===== config.mk =====
export PLATFORM = sky130hd
export DESIGN_NAME = pc_sequencer
export DESIGN_NICKNAME = d
export VERILOG_FILES = /design/src/rtl/cpu_ctrl_pkg.sv /design/src/rtl/jump_target_calc.sv /design/src/rtl/pc_sequencer.sv
export SDC_FILE = /design/constraint.sdc
export NUM_CORES = 1
export LEC_CHECK = 0
export CAP_MARGIN = 20
export CORE_UTILIZATION = 40
export CTS_CLUSTER_SIZE = 20
export DETAILED_ROUTE_END_ITERATION = 8
export HOLD_SLACK_MARGIN = 0.12
export PLACE_DENSITY = 0.79
export SLEW_MARGIN = 5
export SYNTH_ARGS = -nofsm -noshare
export SYNTH_HDL_FRONTEND = slang
export SYNTH_SLANG_ARGS = --single-unit

===== constraint.sdc =====
create_clock -name clk -period 3.8 [get_ports clk]
set_clock_uncertainty 0.2 [all_clocks]
set_input_delay 0.38 -clock clk [delete_from_list [all_inputs] [get_ports clk]]
set_output_delay 0.38 -clock clk [all_outputs]
set_load 0.05 [all_outputs]

===== src/rtl/cpu_ctrl_pkg.sv =====
// rtl/cpu_ctrl_pkg.sv - shared control-flow encodings for the PC sequencer
package cpu_ctrl_pkg;

    // Decoded jump type presented by decode
    localparam logic [1:0] JT_NONE = 2'b00;
    localparam logic [1:0] JT_J    = 2'b01;
    localparam logic [1:0] JT_JAL  = 2'b10;
    localparam logic [1:0] JT_JR   = 2'b11;

    // Sequencer states
    typedef enum logic [1:0] {
        SEQ_RUN   = 2'd0,
        SEQ_LINK  = 2'd1,
        SEQ_FLUSH = 2'd2
    } seq_state_t;

    localparam logic [31:0] DEFAULT_RESET_PC = 32'h0000_0000;

endpackage


===== src/rtl/jump_target_calc.sv =====
// rtl/jump_target_calc.sv - combinational redirect target selection
module jump_target_calc
    import cpu_ctrl_pkg::*;
(
    input  logic        instr_valid,
    input  logic [1:0]  jtype,
    input  logic [31:0] instr_pc,
    input  logic [25:0] target_addr,
    input  logic [31:0] rs_value,
    input  logic        br_taken,
    input  logic [31:0] br_target,
    output logic [31:0] target,
    output logic        redirect,
    output logic        is_link,
    output logic        misalign
);

    // Jumps take priority over a taken branch; nothing redirects without instr_valid
    always_comb begin
        target   = br_target;
        redirect = 1'b0;
        is_link  = 1'b0;
        misalign = 1'b0;
        if (instr_valid) begin
            case (jtype)
                JT_J: begin
                    target   = {instr_pc[31:28], target_addr, 2'b00};
                    redirect = 1'b1;
                end
                JT_JAL: begin
                    target   = {instr_pc[31:28], target_addr, 2'b00};
                    redirect = 1'b1;
                    is_link  = 1'b1;
                end
                JT_JR: begin
                    target   = {rs_value[31:2], 2'b00};
                    redirect = 1'b1;
                    misalign = |rs_value[1:0];
                end
                default: begin
                    target   = br_target;
                    redirect = br_taken;
                end
            endcase
        end
    end

endmodule


===== src/rtl/pc_sequencer.sv =====
// rtl/pc_sequencer.sv - architectural PC owner and redirect sequencer
module pc_sequencer
    import cpu_ctrl_pkg::*;
#(
    parameter logic [31:0] RESET_PC     = DEFAULT_RESET_PC,
    parameter int          FLUSH_CYCLES = 1,
    parameter logic [4:0]  RA_REG       = 5'd31
) (
    input  logic        clk,
    input  logic        rst,
    input  logic        stall_in,
    input  logic        instr_valid,
    input  logic [1:0]  jtype,
    input  logic [31:0] instr_pc,
    input  logic [25:0] target_addr,
    input  logic [31:0] rs_value,
    input  logic        br_taken,
    input  logic [31:0] br_target,
    output logic        rf_wr_req,
    input  logic        rf_wr_ack,
    output logic [4:0]  rf_wr_addr,
    output logic [31:0] rf_wr_data,
    output logic [31:0] pc,
    output logic        fetch_en,
    output logic        flush,
    output logic        busy,
    output logic        misalign_err
);

    // Counter counts down to zero, so it is loaded with one less than the bubble count
    localparam logic [2:0] FLUSH_LOAD = 3'(FLUSH_CYCLES - 1);

    seq_state_t  state_q, state_d;
    logic [2:0]  flush_cnt_q;
    logic [31:0] pc_q, target_q, link_data_q;
    logic        misalign_q;

    logic [31:0] calc_target;
    logic        calc_redirect, calc_is_link, calc_misalign;
    logic        take_redirect;

    jump_target_calc u_target_calc (
        .instr_valid (instr_valid),
        .jtype       (jtype),
        .instr_pc    (instr_pc),
        .target_addr (target_addr),
        .rs_value    (rs_value),
        .br_taken    (br_taken),
        .br_target   (br_target),
        .target      (calc_target),
        .redirect    (calc_redirect),
        .is_link     (calc_is_link),
        .misalign    (calc_misalign)
    );

    // Requests are only honoured in RUN with the pipeline moving
    assign take_redirect = (state_q == SEQ_RUN) && !stall_in && calc_redirect;

    // Next-state decode
    always_comb begin
        state_d = state_q;
        case (state_q)
            SEQ_RUN: begin
                if (take_redirect) begin
                    state_d = calc_is_link ? SEQ_LINK : SEQ_FLUSH;
                end
            end
            SEQ_LINK: begin
                if (rf_wr_ack) begin
                    state_d = SEQ_FLUSH;
                end
            end
            SEQ_FLUSH: begin
                if (flush_cnt_q == 3'd0) begin
                    state_d = SEQ_RUN;
                end
            end
            default: state_d = SEQ_RUN;
        endcase
    end

    // State register
    always_ff @(posedge clk) begin
        if (rst) begin
            state_q <= SEQ_RUN;
        end else begin
            state_q <= state_d;
        end
    end

    // PC, latched target, link data, bubble counter and misalign pulse
    always_ff @(posedge clk) begin
        if (rst) begin
            pc_q        <= RESET_PC;
            target_q    <= 32'd0;
            link_data_q <= 32'd0;
            flush_cnt_q <= 3'd0;
            misalign_q  <= 1'b0;
        end else begin
            misalign_q <= take_redirect && calc_misalign;
            case (state_q)
                SEQ_RUN: begin
                    if (!stall_in) begin
                        if (calc_redirect) begin
                            pc_q        <= calc_target;
                            target_q    <= calc_target;
                            flush_cnt_q <= FLUSH_LOAD;
                            if (calc_is_link) begin
                                link_data_q <= instr_pc + 32'd4;
                            end
                        end else begin
                            pc_q <= pc_q + 32'd4;
                        end
                    end
                end
                SEQ_LINK: begin
                    if (rf_wr_ack) begin
                        pc_q        <= target_q;
                        flush_cnt_q <= FLUSH_LOAD;
                    end
                end
                SEQ_FLUSH: begin
                    if (flush_cnt_q != 3'd0) begin
                        flush_cnt_q <= flush_cnt_q - 3'd1;
                    end
                end
                default: ;
            endcase
        end
    end

    // Outputs are registers or pure state decodes
    assign pc           = pc_q;
    assign fetch_en     = (state_q == SEQ_RUN);
    assign flush        = (state_q != SEQ_RUN);
    assign busy         = (state_q != SEQ_RUN);
    assign rf_wr_req    = (state_q == SEQ_LINK);
    assign rf_wr_addr   = (state_q == SEQ_LINK) ? RA_REG : 5'd0;
    assign rf_wr_data   = link_data_q;
    assign misalign_err = misalign_q;

endmodule


Yosys cells after proc, flatten, opt, wreduce, memory -nomap -nowiden
Index checks and enable logic that the tools add are counted.
Storage, ports and cells
  bits in latches: 0
  register bits after elaboration: 102
  memories: 0
  memory bits (read-only): 0
  input bits: 130
  output and inout port bits: 74
  logic and storage cells: 62
  memory bits (writable): 0
Operators by class
  $lt $le $gt $ge: 0
  equality and inequality tests: 11
  add/sub/neg operators: 3
  reduce and logical (&&, ||, !) cells: 18
  mux-type cells: 23
  multiply operators: 0
  shift-type cells: 0
  bitwise operators: 1
  div/mod/pow operators: 0
Operators by type and width (count)
  $mux 32: 4
  $pmux 32 s2: 2
  $add 32x3->32 const B: 2
  $mux 3: 4
  $pmux 3 s3: 1
  $reduce_and 3->1: 3
  $mux 2: 4
  $eq 2x2->1 const B: 3
  $mux 1: 6
  $ne 2x1->1 const B: 3
  $ne 2x2->1 const B: 3
  $pmux 2 s3: 1
  $reduce_bool 3->1: 2
  $mux 5: 1
  $reduce_and 5->1: 1
  $eq 2x1->1 const B: 2
  $reduce_and 4->1: 1
  $reduce_bool 2->1: 2
  $reduce_or 2->1: 2
  $logic_and 1x1->1: 3
  $logic_not 3->1: 1
  $reduce_or 3->1: 1
  $sub 3x1->3 const B: 1
  $logic_not 2->1: 1
  2 further kinds: 2

Longest topological paths before layout
  word-level depth: 7
  depth in mapped cells: 9
  gate-level depth less buffers: 8

Modules after synthesis
A second synthesis with hierarchy kept.
Unflattened totals
  cells, all modules: 794
  area, all modules: 6227.2 µm²
Modules (own cells, without submodules)
  pc_sequencer: area an instance 5327.6 µm², cells an instance 712, instances 1, sequential area each 2042.0 µm²
  jump_target_calc: area an instance 899.6 µm², cells an instance 82, instances 1, sequential area each 0.0 µm²

Worst setup path after synthesis
Ideal clock, no wire load.
  path kind: reg-to-reg
  from: reg state_q[0]
  to: reg link_data_q[1], in the netlist rf_wr_data[1]
  setup slack: 1.061 ns
  cell stages (with the launch flop): 7
  required time: 3.472 ns
  arrival: 2.412 ns
  cell sequence: dfxtp_1 nor2_1 inv_2 nor4_4 buf_2 mux2i_1 nor2_1
On the way
  word-level cells in the longest chain between the ends: 2
RTL lines
  from (decl): line pc_sequencer.sv:33  | seq_state_t state_q, state_d;
  from (signal assigned): line pc_sequencer.sv:87  | state_q <= state_d;
  $logic_not 2->1
  via fetch_en: line pc_sequencer.sv:24  | output logic fetch_en,
  $reduce_and 4->1 (no line)
  to (signal assigned): line pc_sequencer.sv:109  | link_data_q <= instr_pc + 32'd4;
  to (decl): line pc_sequencer.sv:35  | logic [31:0] pc_q, target_q, link_data_q;
The timed path passes the listed nets, and every way through them passes these cells.
A chain may end at the register's enable or synchronous reset.

Worst setup path in the final report
  from: reg state_q[1]
  to: out rf_wr_addr[0]
On the way
  word-level cells in the longest chain between the ends: 2
RTL lines
  $eq 2x1->1: line pc_sequencer.sv:138  | assign rf_wr_addr = (state_q == SEQ_LINK) ? RA_REG : 5'd0;
  $mux 5: line pc_sequencer.sv:138
  to (decl): line pc_sequencer.sv:21  | output logic [4:0] rf_wr_addr,
Every way passes these cells.

==> out/qor.yml <==
floorplanning:
  die_y_um: 126
  start_util_pct: 41.5
  core_area_um2: 14700
  die-area_um2: 15800
  dieWidth_um: 126
  num_io_pins: 204
  fp-row-count: 44
setup_path:
  cp_slowest_cell: "clkdlybuf4s50_1"
  worstPathMaxFanout: 37
  cp_num_buf_inv: 2
  cp_top_family: "buffers and inverters"
  critical_path_class: "reg2out"
  r2r-start: "state_q[1]"
  crit_path_start_kind: "register"
  rrSetupSlack_ns: 1.20
  r2r.worst_path.cells: 7
  path_cells: "nand2b_1 -> inv_2 -> clkdlybuf4s50_1"
  reg2reg_to: "pc[18]"
  crit_path_end_kind: "primary output"
  cpPeakStageDelay_ns: 0.94
  crit_required_ns: 3.22
  cp.arrival_ns: 2.42
pwr:
  power.leakage_nw: 3.07
  finalPower_mw: 2.85
  power.internal_mw: 2.00
  p_seq_share_pct: 40.8
  peakVddDrop_mv: 0.242
  p_sw_share_pct: 29.8
  p_comb_share_pct: 23.3
  p_per_area_nw_per_um2: 334
  switchingPower_mw: 0.848
  power.clock.fraction_pct: 35.9
clock_tree:
  ctsResizeCount: 0
  cts_sinks: 102
  cts_tree: "yes"
  cts_setup_buffers: 0
  cts_root_buf: "clkbuf_16"
  clk_path_buf_depth: 2
  clk_pin_slew_worst_paths_ns: 0.07
  numCtsBuffers: 9
  h-tree-depth: 3
  clkLatencyLatePin_ns: 0.36
  cts_hold_buf: 0
grt:
  grt_pass1_wl_mm: 31.4
  grt_overflow_total: 0
  met2_usage_pct: 39.8
  grt_usage_pct: 24.8
  grt_max_degree: 76
  grt-busiest-layer: "met2"
  antenna_found_initial: 0
  grt_pass1_vias: 6191
  met3_usage_pct: 8.26
  grt_use_met1_pct: 31.5
logic_synthesis:
  synth_nets: 934
  syn_area_per_cell_um2: 7.66
  synthArstFlopShare_pct: 0
  synth-main-ff-cell: "dfxtp_1"
  yosysWarnings: 0
  synthCells: 797
  synth_area_um2: 6100
  yosysMostFrequentCell: "nor2_1"
  synth_area_leaders: "dfxtp_1, a21oi_1, nor2_1, a211oi_1, o21ai_0"
  yosysSeqAreaShare_pct: 33.5
  synthTopCellsByCount: "nor2_1, dfxtp_1, a21oi_1, nand2_1, o21ai_0"
  synthDistinctLibCells: 59
  synth_top_area_share_pct: 33.5
  yosys.area.top_type: "dfxtp_1"
  synth_seq_cells: 102
  synth-edff-count: 0
timing:
  holdWs_ns: 0.280
  setup_viol: 0
  worstMarginPinSlew_ns: 1.12
  period_needed_ns: 3.00
  slew_violations: 0
  slew_headroom_pct: 25.3
  tns_ns: 0
  final.period_utilization_pct: 78.8
  max_freq_ghz: 0.334
  hold_viol_final: 0
  grt_setup_unrepaired: "no"
placement:
  portBuffers: 203
  placedCellCount: 1134
  place_hpwl_mm: 13.9
  post_dp_cell_area_um2: 8210
  gp_congestion: 0.912
final_layout:
  nNetsFinal: 1098
  design_area_um2: 8530
  fin_cells: 1150
  n_antenna_cell: 0
  synthToLayoutAreaGrowth_pct: 39.8
  drive_above_1_share_pct: 4.45
routing:
  drt-wirelength-per-cell_um: 17.2
  routed_wl_mm: 19.8
  antenna_left: 0
  drt_iter0_drc: 695
  drc: 13
  via_count: 6716
  drt-pass1-iter-count: 7
  avgViaCountPerCell: 5.84
run:
  cap_violations: 0
status:
  outcome: "finished with violations"
  violations: "design-rule violations"
min_path:
  min_to: "target_q[20]"
  hold_path_class: "reg2reg"
  holdPathStages: 2
  worstHoldStart: "target_q[20]"
==> area by class of cell <==
class,instances,area [um2]
Clock buffer,10,239
Clock inverter,6,85.1
Fill cell,1331,6170
Inverter,17,63.8
Multi-Input combinational cell,614,3730
Sequential cell,102,2040
Tap cell,184,230
Timing Repair Buffer,217,2140
==> placed cells by master, fill, tap and decap left out, types with 9 or more instances in the layout <==
cell type and instances:
clkdlybuf4s50_1 202, nor2_1 105, dfxtp_1 102, a21oi_1 83
nand2_1 53, o21ai_0 42, nor3_1 36, nand3_1 34
a211oi_1 30, and3_1 22, xnor2_1 22, a22o_1 19
mux2i_1 17, nand4_1 16, inv_1 15, buf_4 13
a22oi_1 12, a31oi_1 10, and4_1 9, a221o_1 9
clkbuf_16 9
==> worst reg2reg max path, cell delays in order, from the launching register on <==
cell and delay, ns:
dfxtp_1 0.38, nand2b_1 0.19, inv_2 0.54, buf_4 0.32, nor3_1 0.08, a221oi_1 0.41
a21oi_1 0.12, o221a_2 0.26
==> metal layers <==
layer / vias to the layer above / wire length (um) / part of all wire [%]
met5: - / 0 / 0
met4: 0 / 314 / 1.6
met3: 30 / 1990 / 10
met2: 298 / 9010 / 45
met1: 3101 / 8510 / 43
li1: 3287 / - / -
==> stage by stage <==
step / worst slack [ns] / utilization [%]
floorplan: 1.06 / -
detailed placement: 0.684 / 55.8
CTS: 0.808 / 58.0
finish: 0.805 / 58.0
global placement: 0.758 / 55.8
global route: 0.683 / 58.0
==> registers in the layout (all words and copies together), names as in the netlist <==
register	flops
state_q	2
target_q	32
flush_cnt_q	3
rf_wr_data	32
misalign_err	1
pc	32
==> worst max path at each step <==
stage,cells after the start,startpoint,endpoint,slack (ns)
final,3,state_q[1],rf_wr_addr[0],0.80
after global routing,3,state_q[0],rf_wr_addr[1],0.68
after CTS,3,state_q[1],rf_wr_addr[0],0.81
after detailed placement,9,jtype[0],rf_wr_data[0],0.68
after global placement,9,jtype[0],rf_wr_data[0],0.76
after floorplan,6,state_q[0],rf_wr_data[1],1.06
==> logic make-up after synthesis <==
family          after synthesis  synth area share [%]
compound gates              255                  27.6
xor+xnor                     29                  4.16
fa+ha+maj                     7                  1.43
simple gates                306                  24.8
buf+inv                      81                  5.68
flops                       102                  33.5
mux                          17                  2.79
==> power by group through the flow <==
stage	registers [mW]	logic [mW]	clock network, mW
after floorplan	1.27	0.281	0
after global placement	1.19	0.651	0
after detailed placement	1.19	0.658	0
after CTS	1.16	0.662	1.03
after global routing	1.17	0.713	1.08
final	1.16	0.663	1.02
Power figures use the tool's default switching activity.
